[config.mk]
export PLATFORM = sky130hd
export DESIGN_NAME = lock_controller
export DESIGN_NICKNAME = d
export VERILOG_FILES = /design/src/rtl/lock_pkg.sv /design/src/rtl/lock_timer.sv /design/src/rtl/lock_controller.sv
export SDC_FILE = /design/constraint.sdc
export NUM_CORES = 1
export LEC_CHECK = 0
export ABC_AREA = 0
export ABC_CLOCK_PERIOD_IN_PS = 2400
export CAP_MARGIN = 5
export CORE_MARGIN = 2
export CORE_UTILIZATION = 30
export CTS_CLUSTER_DIAMETER = 120
export DETAILED_ROUTE_END_ITERATION = 7
export GPL_ROUTABILITY_DRIVEN = 0
export PLACE_DENSITY = 0.43
export SLEW_MARGIN = 20
export SYNTH_ARGS = -nofsm -noshare
export SYNTH_HDL_FRONTEND = slang
export SYNTH_SLANG_ARGS = --single-unit
[constraint.sdc]
create_clock -name clk -period 2.4 [get_ports clk]
set_clock_uncertainty 0.1 [all_clocks]
set_input_delay 0.24 -clock clk [delete_from_list [all_inputs] [get_ports clk]]
set_output_delay 0.24 -clock clk [all_outputs]
set_load 0.01 [all_outputs]
[src/rtl/lock_pkg.sv]
// rtl/lock_pkg.sv - shared states, press codes and display constants for lock_controller
// ST_SET exists only when LOCK_CODE_CHANGE_EN is defined.
package lock_pkg;

    typedef enum logic [2:0] {
        ST_ENTRY   = 3'd0,
        ST_CHECK   = 3'd1,
        ST_OPEN    = 3'd2,
        ST_LOCKOUT = 3'd3
`ifdef LOCK_CODE_CHANGE_EN
        ,
        ST_SET     = 3'd4
`endif
    } lock_state_e;

    localparam logic [2:0] PRESS_SHORT = 3'b001;
    localparam logic [2:0] PRESS_LONG  = 3'b010;

    localparam logic [3:0] DISP_OPEN = 4'h0;
    localparam logic [3:0] DISP_LOCK = 4'hF;

    localparam int unsigned TIMER_W_MIN = 17;

    // Digit 0 lives in the top nibble, digit 3 in the bottom nibble.
    function automatic logic [15:0] set_digit(input logic [15:0] code,
                                              input logic [1:0]  idx,
                                              input logic [3:0]  val);
        logic [15:0] r;
        r = code;
        case (idx)
            2'd0:    r[15:12] = val;
            2'd1:    r[11:8]  = val;
            2'd2:    r[7:4]   = val;
            default: r[3:0]   = val;
        endcase
        return r;
    endfunction

endpackage

[src/rtl/lock_timer.sv]
// rtl/lock_timer.sv - loadable down-counter that stops at zero
// Shared between the OPEN and LOCKOUT intervals.
module lock_timer #(
    parameter int unsigned W = 17
) (
    input  logic         clk,
    input  logic         rstn,
    input  logic         load,
    input  logic [W-1:0] load_value,
    input  logic         en,
    output logic         zero
);

    logic [W-1:0] count_q;
    logic [W-1:0] count_d;

    always_comb begin
        count_d = count_q;
        if (load) begin
            count_d = load_value;
        end else if (en && (count_q != '0)) begin
            count_d = count_q - W'(1);
        end
    end

    always_ff @(posedge clk or negedge rstn) begin
        if (!rstn) begin
            count_q <= '0;
        end else begin
            count_q <= count_d;
        end
    end

    assign zero = (count_q == '0);

endmodule

[src/rtl/lock_controller.sv]
// rtl/lock_controller.sv - 4-digit code entry, compare, unlock and lockout sequencing
// LOCK_CODE_CHANGE_EN adds the SET state for rewriting the stored code from OPEN.
module lock_controller
    import lock_pkg::*;
#(
    parameter logic [15:0] CODE           = 16'h1234,
    parameter int unsigned UNLOCK_CYCLES  = 50000,
    parameter int unsigned MAX_FAILS      = 3,
    parameter int unsigned LOCKOUT_CYCLES = 100000
) (
    input  logic       clk,
    input  logic       rstn,
    input  logic [3:0] enc,
    input  logic [2:0] pb_press_type,
    output logic [3:0] display_value,
    output logic [1:0] display_select,
    output logic       unlocked,
    output logic       lockout,
    output logic       fail
);

    localparam int unsigned MAX_CYC = (UNLOCK_CYCLES > LOCKOUT_CYCLES) ? UNLOCK_CYCLES : LOCKOUT_CYCLES;
    localparam int unsigned TIMER_W = ($clog2(MAX_CYC) > TIMER_W_MIN) ? $clog2(MAX_CYC) : TIMER_W_MIN;
    localparam int unsigned FAIL_W  = $clog2(MAX_FAILS + 1);

    lock_state_e       state_q, state_d;
    logic [1:0]        idx_q, idx_d;
    logic [FAIL_W-1:0] fail_cnt_q, fail_cnt_d;
    logic [FAIL_W-1:0] fail_cnt_inc;
    logic [15:0]       digits_q, digits_d;
    logic [15:0]       digits_new;
    logic [15:0]       stored_code;

    logic [3:0]        display_value_q, display_value_d;
    logic [1:0]        display_select_q, display_select_d;
    logic              unlocked_q, unlocked_d;
    logic              lockout_q, lockout_d;
    logic              fail_q, fail_d;

    logic               tmr_load;
    logic [TIMER_W-1:0] tmr_load_val;
    logic               tmr_en;
    logic               tmr_zero;

    logic press_short;
    logic press_long;

    assign press_short  = (pb_press_type == PRESS_SHORT);
    assign press_long   = (pb_press_type == PRESS_LONG);
    assign digits_new   = set_digit(digits_q, idx_q, enc);
    assign fail_cnt_inc = fail_cnt_q + FAIL_W'(1);

`ifdef LOCK_CODE_CHANGE_EN
    logic [15:0] code_q, code_d;
    assign stored_code = code_q;
`else
    assign stored_code = CODE;
`endif

    lock_timer #(
        .W (TIMER_W)
    ) u_timer (
        .clk        (clk),
        .rstn       (rstn),
        .load       (tmr_load),
        .load_value (tmr_load_val),
        .en         (tmr_en),
        .zero       (tmr_zero)
    );

    always_comb begin
        state_d      = state_q;
        idx_d        = idx_q;
        fail_cnt_d   = fail_cnt_q;
        digits_d     = digits_q;
`ifdef LOCK_CODE_CHANGE_EN
        code_d       = code_q;
`endif
        fail_d       = 1'b0;
        tmr_load     = 1'b0;
        tmr_load_val = '0;
        tmr_en       = 1'b0;

        case (state_q)
            ST_ENTRY: begin
                if (press_short) begin
                    digits_d = digits_new;
                    if (idx_q == 2'd3) begin
                        state_d = ST_CHECK;
                        idx_d   = 2'd0;
                    end else begin
                        idx_d = idx_q + 2'd1;
                    end
                end else if (press_long) begin
                    digits_d = '0;
                    idx_d    = 2'd0;
                end
            end

            ST_CHECK: begin
                digits_d = '0;
                if (digits_q == stored_code) begin
                    state_d      = ST_OPEN;
                    fail_cnt_d   = '0;
                    tmr_load     = 1'b1;
                    tmr_load_val = TIMER_W'(UNLOCK_CYCLES - 1);
                end else begin
                    fail_d = 1'b1;
                    if (fail_cnt_inc == FAIL_W'(MAX_FAILS)) begin
                        state_d      = ST_LOCKOUT;
                        fail_cnt_d   = '0;
                        tmr_load     = 1'b1;
                        tmr_load_val = TIMER_W'(LOCKOUT_CYCLES - 1);
                    end else begin
                        state_d    = ST_ENTRY;
                        fail_cnt_d = fail_cnt_inc;
                    end
                end
            end

            ST_OPEN: begin
                tmr_en = 1'b1;
                if (press_short) begin
                    state_d = ST_ENTRY;
`ifdef LOCK_CODE_CHANGE_EN
                end else if (press_long) begin
                    state_d  = ST_SET;
                    idx_d    = 2'd0;
                    digits_d = '0;
`endif
                end else if (tmr_zero) begin
                    state_d = ST_ENTRY;
                end
            end

            ST_LOCKOUT: begin
                tmr_en = 1'b1;
                if (tmr_zero) begin
                    state_d = ST_ENTRY;
                end
            end

`ifdef LOCK_CODE_CHANGE_EN
            // Timer stays frozen here; an abort restarts the full open window.
            ST_SET: begin
                if (press_short) begin
                    if (idx_q == 2'd3) begin
                        code_d   = digits_new;
                        digits_d = '0;
                        idx_d    = 2'd0;
                        state_d  = ST_ENTRY;
                    end else begin
                        digits_d = digits_new;
                        idx_d    = idx_q + 2'd1;
                    end
                end else if (press_long) begin
                    state_d      = ST_OPEN;
                    digits_d     = '0;
                    idx_d        = 2'd0;
                    tmr_load     = 1'b1;
                    tmr_load_val = TIMER_W'(UNLOCK_CYCLES - 1);
                end
            end
`endif

            default: begin
                state_d = ST_ENTRY;
            end
        endcase

        // Outputs are registered from the next state so they line up with it.
        unlocked_d = (state_d == ST_OPEN);
`ifdef LOCK_CODE_CHANGE_EN
        if (state_d == ST_SET) begin
            unlocked_d = 1'b1;
        end
`endif
        lockout_d = (state_d == ST_LOCKOUT);

        case (state_d)
            ST_OPEN: begin
                display_value_d  = DISP_OPEN;
                display_select_d = 2'd0;
            end
            ST_LOCKOUT: begin
                display_value_d  = DISP_LOCK;
                display_select_d = 2'd0;
            end
            default: begin
                display_value_d  = enc;
                display_select_d = idx_d;
            end
        endcase
    end

    always_ff @(posedge clk or negedge rstn) begin
        if (!rstn) begin
            state_q          <= ST_ENTRY;
            idx_q            <= 2'd0;
            fail_cnt_q       <= '0;
            digits_q         <= '0;
            display_value_q  <= 4'h0;
            display_select_q <= 2'd0;
            unlocked_q       <= 1'b0;
            lockout_q        <= 1'b0;
            fail_q           <= 1'b0;
        end else begin
            state_q          <= state_d;
            idx_q            <= idx_d;
            fail_cnt_q       <= fail_cnt_d;
            digits_q         <= digits_d;
            display_value_q  <= display_value_d;
            display_select_q <= display_select_d;
            unlocked_q       <= unlocked_d;
            lockout_q        <= lockout_d;
            fail_q           <= fail_d;
        end
    end

`ifdef LOCK_CODE_CHANGE_EN
    always_ff @(posedge clk or negedge rstn) begin
        if (!rstn) begin
            code_q <= CODE;
        end else begin
            code_q <= code_d;
        end
    end
`endif

    assign display_value  = display_value_q;
    assign display_select = display_select_q;
    assign unlocked       = unlocked_q;
    assign lockout        = lockout_q;
    assign fail           = fail_q;

endmodule

After elaboration in Yosys (flattened, before gate mapping)
Cells that the tools add are included.
{ "op_classes": {"mux": 33, "shifts": 0, "multipliers": 0, "eq_ne": 17, "magnitude_cmp": 0, "n_addsub": 3, "n_bitwise": 0, "n_div": 0, "n_reduce_logical": 14} }
{ "op_table": {"columns": ["operator", "n"], "rows": [
  ["17-bit two-way mux", 5],
  ["16-bit two-way mux", 2],
  ["16-bit one-hot mux with 2 select lines", 1],
  ["2-bit two-way mux", 9],
  ["17-bit logical NOT", 1],
  ["17-bit nonzero test", 1],
  ["17-bit by 1-bit subtractor with 17-bit output (second input constant)", 1],
  ["16-bit by 13-bit == test with 1-bit output (second input constant)", 1],
  ["4-bit two-way mux", 4],
  ["3-bit by 2-bit == test with 1-bit output (second input constant)", 5],
  ["3-bit two-way mux", 4],
  ["3-bit one-hot mux with 4 select lines", 1],
  ["3-bit AND reduction", 4],
  ["3-bit by 2-bit != test with 1-bit output (second input constant)", 3],
  ["4-bit one-hot mux with 2 select lines", 1],
  ["2-bit == test (second input constant)", 3],
  ["3-bit by 1-bit == test with 1-bit output (second input constant)", 2],
  ["1-bit two-way mux", 6],
  ["3-bit != test (second input constant)", 2],
  ["2-bit by 1-bit adder with 2-bit output (second input constant)", 2],
  ["2-bit nonzero test", 2],
  ["2-bit OR reduction", 2],
  ["3-bit logical NOT", 1],
  ["3-bit OR reduction", 1],
  ["other kinds (3)", 3]
]} }
{ "word_totals": {"latch_bits": 0, "ramBits": 0, "romBits": 0, "word_cells": 80, "register_bits": 49, "memories": 0, "in_bits": 9, "out_inout_bits": 9} }

Longest topological paths before layout
{ "logic_depth": {"word_depth": 8, "depth_mapped": 7, "ltp_nobuf": 7} }

Cells and area by module
Synthesis repeated with hierarchy kept, for this count alone.
{ "unflattened": {"cells_unflattened": 256, "area_unflattened_um2": 2681.3} }
{ "by_module_without_submodules": {"columns": ["mod", "seq_area_each_um2", "n_inst", "area_each_um2", "cells_per_inst"], "rows": [
  ["lock_controller", 800.8, 1, 1549.0, 122],
  ["lock_timer", 425.4, 1, 1132.3, 134]
]} }

Least setup slack after synthesis
No wires, ideal clock.
{ "synth_path": {"kind": "reg2reg", "startpoint": "register u_timer.count_q[0]", "endpoint": "register display_value_q[0] (netlist: display_value[0])", "stages_incl_launch_ff": 8, "setup_ps": 125, "period_less_slack_ps": 2124, "t_required_ps": 2175, "n_path_buf": 0, "t_arrival_ps": 1900, "setup_slack_ps": 276, "path_cell_list": "dfrtp_1 -> inv_1 -> ha_1 -> nor4b_4 -> nand4_4 -> o21a_4 -> a221o_1 -> mux2_2"} }
{ "synth_between": {"elab_chain_len": 6, "word_cells_on_any_way": 7, "classes_between": "2 x eq/ne; 4 x mux; 1 x reduce/logical"} }
{ "synth_rtl": {"columns": ["item", "line", "rtl"], "rows": [
  ["start: declaration", "lock_timer.sv:14", "logic [W-1:0] count_q;"],
  ["start signal: assignment", "lock_timer.sv:30", "count_q <= count_d;"],
  ["17-bit logical NOT *", "lock_timer.sv:34", "assign zero = (count_q == '0);"],
  ["3-bit two-way mux *", "lock_controller.sv:131, lock_controller.sv:138", null],
  ["3-bit two-way mux", "lock_controller.sv:123", "if (press_short) begin"],
  ["3-bit one-hot mux with 4 select lines *", "lock_controller.sv:84", "case (state_q)"],
  ["via state_d[0]", "lock_controller.sv:26", "lock_state_e state_q, state_d;"],
  ["3-bit by 2-bit == test with 1-bit output", "lock_controller.sv:180", "case (state_d)"],
  ["4-bit one-hot mux with 2 select lines *", "lock_controller.sv:180", null],
  ["via display_value_d[0]", "lock_controller.sv:34", "logic [3:0] display_value_q, display_value_d;"],
  ["end signal: assignment", "lock_controller.sv:212", "display_value_q <= display_value_d;"],
  ["end: declaration", "lock_controller.sv:34", null]
]} }
Mark *: on every way through the listed nets, which the timed path passes. The rest lies on a longest branch.
A chain may end at the register's enable or synchronous reset.

Worst setup path after layout
{ "layout_path": {"startpoint": "register u_timer.count_q[0]", "endpoint": "register display_value_q[1] (netlist: display_value[1])"} }
Same word-level chain as after synthesis.

==> run summary <==
Outcome = complete, no violations
Filler Cell Count = 794
CTS tree = yes
Starting Density = 30.7%
First-pass GRT wire length = 9470 um
Distinct cells, synth = 55
Worst path arrival time = 2.30 ns
Clk sink count = 49
Leak Pwr = 1.41 nW
Commonest non-fill, non-tap cell in the layout = dfrtp_1
Die area = 9070 um2
Fin nets = 273
Clk_lat worst skew = 0.31 ns
PortBufs = 17
Asr flop ratio synth = 100%
Core outline area = 8130 um2
Non-Filler Instances = 363
Via/cell ratio = 4.92
GRT Total Usage = 13.9%
Syn avg cell area = 11.5 um2
Synth top area cells = dfrtp_1 (49%), mux2_2 (9.5%), ha_1 (3.5%)
Slew headroom = 52.4%
P&R area growth vs syn = 21.4%
Detailed Route Iter0 Violations = 85
Adder-Cell Fraction of Synth Area = 3.51%
Slew @ Worst Pin = 0.714 ns
Startpoint types = flop
Syn_nets = 234
Ys Warns = 0
DRT Wirelength = 5540 um
CP Class = flop to flop
Critical path cell sequence = inv_1 -> ha_1 -> nor4b_4 -> nand4_4 -> o21a_4 -> a221o_1 -> mux2_2
Layout cells sized above 1 = 24.4%
R2R setup slack = 0.21 ns
Most frequent cells in the layout = dfrtp_1 (49), mux2_2 (21), nor2_1 (16), clkdlybuf4s50_1 (16), buf_4 (16)
Post-DP HPWL = 4220 um
R2R Path Start = u_timer.count_q[0]
Vias = 1785
#FFs+latches synth = 49
CP max-delay cell = dfrtp_1
Dpl cells = 354
Synth Area in Compound Gates = 10.3%
CP delay by family, top = compound AO/OA/AOI/OAI gates
Crit-path max FO = 6
Total chip power = 1.84 mW
Antenna cells = 0
Synthesized cell area = 2500 um2
Worst VDD drop = 0.286 mV
Vias in the first global route = 1865
Clk pin slew, worst setup/hold paths = 0.10 ns
Crit path required time = 2.51 ns
Max stage delay on crit path = 0.39 ns
Hold WC Path Type = input port to async pin
FF/Latch Area = 1230 um2
Worst path bufs/invs = 1
Post-synthesis sequential area ratio = 49.1%
Cell Pwr Density = 606 nW/um2
Area of the multi-input gates = 1220 um2
Initial antenna violation count = 0
Die X = 95.2 um
Post-synthesis simple-gate area fraction = 21.1%
Unrepaired setup endpoints after global routing = false
Area share of xor/xnor cells in the synthesized design = 3.16%
GRT Residual Overflow = 0
Routed len/inst = 15.3 um
Final slew viol count = 0
Post-synth top area share = 49.1%
Final ANT Viol Nets = 0
Ports = 18
Row Count = 33
Residual DRC = 0
Final setup TNS = 0 ns
RR Endpoint = display_value[1]
Reg2Reg Depth = 7
Total iterations of the first detailed-routing run = 4
Combinational family with the most area after synthesis = simple AND/OR/NAND/NOR gates
FMAX = 457 MHz
CP Capture Type = flop
Setup violations, final = 0
Synthesized netlist cell count = 218
Mux cell area share after synthesis = 10.7%
Tmin final = 2.19 ns
Pin count of the biggest net entering global routing = 30
Clk buf depth = 2
MaxCap Viol Count = 0
Inserted Clock Buffers = 5
Fin crit share = 91.2%
Prevailing post-synth register cell = dfrtp_1
Die height = 95.2 um
Number of synthesized flops with an enable pin = 0
Final hold vios = 0
Crit path launch = u_timer.count_q[0]
Synth area leader = dfrtp_1
H-tree levels = 2
Clock root buffer = clkbuf_8
Yosys cell counts (all sizes together), types with 3 or more instances:
| library cell | n |
|---|---|
| and3 | 3 |
| a21oi | 6 |
| ha | 7 |
| nor3b | 5 |
| nor4b | 6 |
| mux2 | 21 |
| buf | 3 |
| dfrtp | 49 |
| nor2b | 3 |
| or4 | 3 |
| nand2 | 15 |
| xnor2 | 3 |
| xor2 | 6 |
| and2 | 4 |
| nor3 | 7 |
| nand3 | 5 |
| nor4 | 5 |
| o21a | 6 |
| inv | 6 |
| mux2i | 3 |
| o21ai | 10 |
| nor2 | 16 |
stage by stage:
step                utilization, %  area [um2]  setup slack [ns]  hold WS (ns)
finish                        37.3        3030             0.210         0.408
CTS                           37.3        3030             0.194         0.413
global placement              35.7        2910             0.190         0.243
detailed placement            35.7        2910             0.188         0.244
global route                  37.3        3030            0.0737         0.432
floorplan                        -        2500             0.276        -0.156
what timing repair did:
| item | in CTS | in global routing |
|---|---|---|
| endpoints found under the setup margin | 0 | 0 |
| resized for setup | 0 | 0 |
| hold buffers | 1 | 0 |
| hold endpoints to repair | 28 | 0 |
| buffers inserted | 0 | 0 |
logic make-up after synthesis:
family          after synthesis
flops                        49
other cells                   1
buf+inv                       9
simple gates                 83
mux                          24
xor+xnor                      9
compound gates               36
fa+ha+maj                     7
worst max-delay path by stage:
stage                             endpoint  slack (ns)  cells after the start
after global routing      display_value[2]        0.07                      7
after detailed placement       digits_q[3]        0.19                      5
after global placement    display_value[2]        0.19                      5
after floorplan           display_value[0]        0.28                      7
final                     display_value[1]        0.21                      7
after CTS                 display_value[1]        0.19                      7
flip-flops by register name (all words and copies together), names as in the netlist:
| name | flops |
|---|---|
| display_select | 2 |
| lockout | 1 |
| fail | 1 |
| idx_q | 2 |
| display_value | 4 |
| state_q | 3 |
| digits_q | 16 |
| u_timer.count_q | 17 |
| unlocked | 1 |
| fail_cnt_q | 2 |
where the power goes:
| part | internal, mW | switching, mW |
|---|---|---|
| clock | 0.312 | 0.303 |
| sequential | 0.887 | 0.0546 |
| combinational | 0.147 | 0.133 |
| total | 1.35 | 0.491 |
metal layers:
layer | vias up | wire (um) | global-route usage [%] | share of wire, %
met4 | 0 | 71 | 3.99 | 1.3
met3 | 5 | 140 | 2.61 | 2.5
met2 | 28 | 2700 | 22.8 | 49
met5 | - | 0 | 0 | 0
met1 | 883 | 2630 | 18.5 | 47
li1 | 869 | - | - | -
worst reg2reg max path, cell delays in order, from the launching register on:
cell	delay (ns)
dfrtp_1	0.39
inv_1	0.09
ha_1	0.16
nor4b_4	0.29
nand4_4	0.15
o21a_4	0.23
a221o_1	0.39
mux2_2	0.30
layout make-up:
type                    count  area share, %
clock inverters             3           1.53
clock buffers               5           2.27
multi-input cells         160           40.3
inverters                   6          0.743
flip-flops and latches     49           40.5
repair buffers             35           10.4
well taps                 105           4.34
Note: power is estimated with default switching activity, not from simulation.
==> RTL change (same flow settings) <==
Register the output `display_select` once more; this adds one clock of latency there. The other outputs are not delayed to match.
--- a/src/rtl/lock_controller.sv
+++ b/src/rtl/lock_controller.sv
@@ -228,7 +228,9 @@
 `endif
 
     assign display_value  = display_value_q;
-    assign display_select = display_select_q;
+    always_ff @(posedge clk) begin
+        display_select <= display_select_q;
+    end
     assign unlocked       = unlocked_q;
     assign lockout        = lockout_q;
     assign fail           = fail_q;
Behaviour: not the same (a bounded check fails within 4 cycles, from zero or initial values and one cycle with rstn low).
==> RTL change against the original RTL <==
  * Global-route usage is essentially flat
  * Final area is the same
  * Maximum frequency increased by 0.70%
  * Final cell count grew 1.4%
  * Clock power barely moved
  * Sequential cell count grew 2
  * Area after synthesis shrank 0.90%
  * Non-clock buffer count is the same
  * Power rose by 1.4%
  * Setup slack gained 15 ps
  * Routed wire length is 0.60% lower
==> RTL change: results (changes against the original RTL) <==
status: "completed"
setup_viol: 0  # unchanged
io_buffers: 17  # unchanged
initialDrtViolationCount: 91  # +7.1%
fillers: 839  # +5.7%
first_global_vias: 1865  # unchanged
cts_root_buffer: "clkbuf_8"
routedWlPerCell_um: 15.0  # -1.9%
grt_max_degree: 50  # +67%
clkPwrFrac: 0.329  # -0.006
rrSetupSlack_ps: 230  # +20 ps
grt_use_total: 0.138  # -0.000461
wl_mm: 5.51  # -0.60%
critPathMaxFanout: 5  # -1
ys_types: 50  # -9.1%
holdPathEnd: "display_select[0]"
drive_gt1_frac: 0.209  # -0.0351
largest_reg_flops: 17  # unchanged
syn_nets: 236  # +0.85%
dr.pass1.iters: 4  # unchanged
via_per_inst: 4.86  # -1.2%
p_int_mw: 1.40  # +4.1%
pre_cts_slack_ps: 176  # -11.5 ps
hp-class: "reg2reg"
synthTopCellsByArea: "dfrtp_1 50%, mux2_2 7.3%, ha_1 3.5%"
ir_drop_uv: 262  # -8.2%
grt_pass1_wl_mm: 9.38  # -0.94%
hpwl_mm: 3.98  # -5.7%
nNetsFinal: 278  # +1.8%
ys_async_sr_fraction: 0.961  # -0.0392
tightest_slew_ps: 660  # -54.3 ps
dp.cells: 359  # +1.4%
synth_cells: 220  # +0.92%
crit_path_max_incr_delay_ps: 420  # +30 ps
clock.fmax_mhz: 460  # +0.70%
ys_seq_area_frac: 0.512  # +0.0207
cp-startpoint: "u_timer.count_q[0]"
placed_cell_area_um2: 2900  # -0.26%
arrival_ps: 2320  # +20 ps
whs_ps: 249  # -160 ps
p_leak_nw: 1.45  # +2.7%
synthTopCellsByCount: "49 x dfrtp_1, 18 x nand2_1, 16 x mux2_2"
==> RTL change: worst reg2reg max path: stages (launching register included) <==
cell	delay, ps
dfrtp_1	420
inv_1	90
ha_1	160
nor4b_2	390
nand3_2	230
o211a_1	270
o211ai_2	280
o21a_1	180
==> RTL change: area by class of cell <==
type	count	area, um^2	share of cell area
flip-flops and latches	51	1270	0.418
multi-input cells	163	1190	0.393
repair buffers	35	303	0.0999
well taps	105	131	0.0434
clock buffers	6	82.6	0.0273
clock inverters	2	35.0	0.0116
inverters	6	22.5	0.00743
==> RTL change: repair_timing <==
item                                    in CTS  in global routing
endpoints found under the setup margin       0                  5
hold endpoints to repair                    49                  0
hold buffers                                 1                  0
gates resized for setup                      0                  1
==> RTL change: logic make-up (layout without fill, tap and decap cells) <==
family | count (synthesis) | in the layout | share of synthesized area
buffers and inverters | 6 | 49 | 0.00910
xor gates and xnor gates | 9 | 9 | 0.0319
muxes | 19 | 19 | 0.0850
adders and majority gates | 7 | 7 | 0.0354
AOI/OAI and AO/OA | 40 | 40 | 0.113
and+or+nand+nor | 87 | 87 | 0.212
other | 1 | 1 | 0.00152
DFF | 51 | 51 | 0.512
==> RTL change: metal layers <==
metal	wire, um	GRT usage	vias up
met4	54	0.0435	0
met5	0	0	-
met2	2550	0.219	34
met1	2710	0.191	868
li1	-	-	881
met3	195	0.0263	4
==> RTL change: power groups by stage <==
| stage | registers, mW | logic (mW) | clock network (mW) |
|---|---|---|---|
| detailed placement | 1.00 | 0.264 | 0 |
| CTS | 0.988 | 0.267 | 0.646 |
| global placement | 1.01 | 0.268 | 0 |
| global route | 1.00 | 0.297 | 0.681 |
| finish | 0.988 | 0.261 | 0.614 |
| floorplan | 1.00 | 0.143 | 0 |
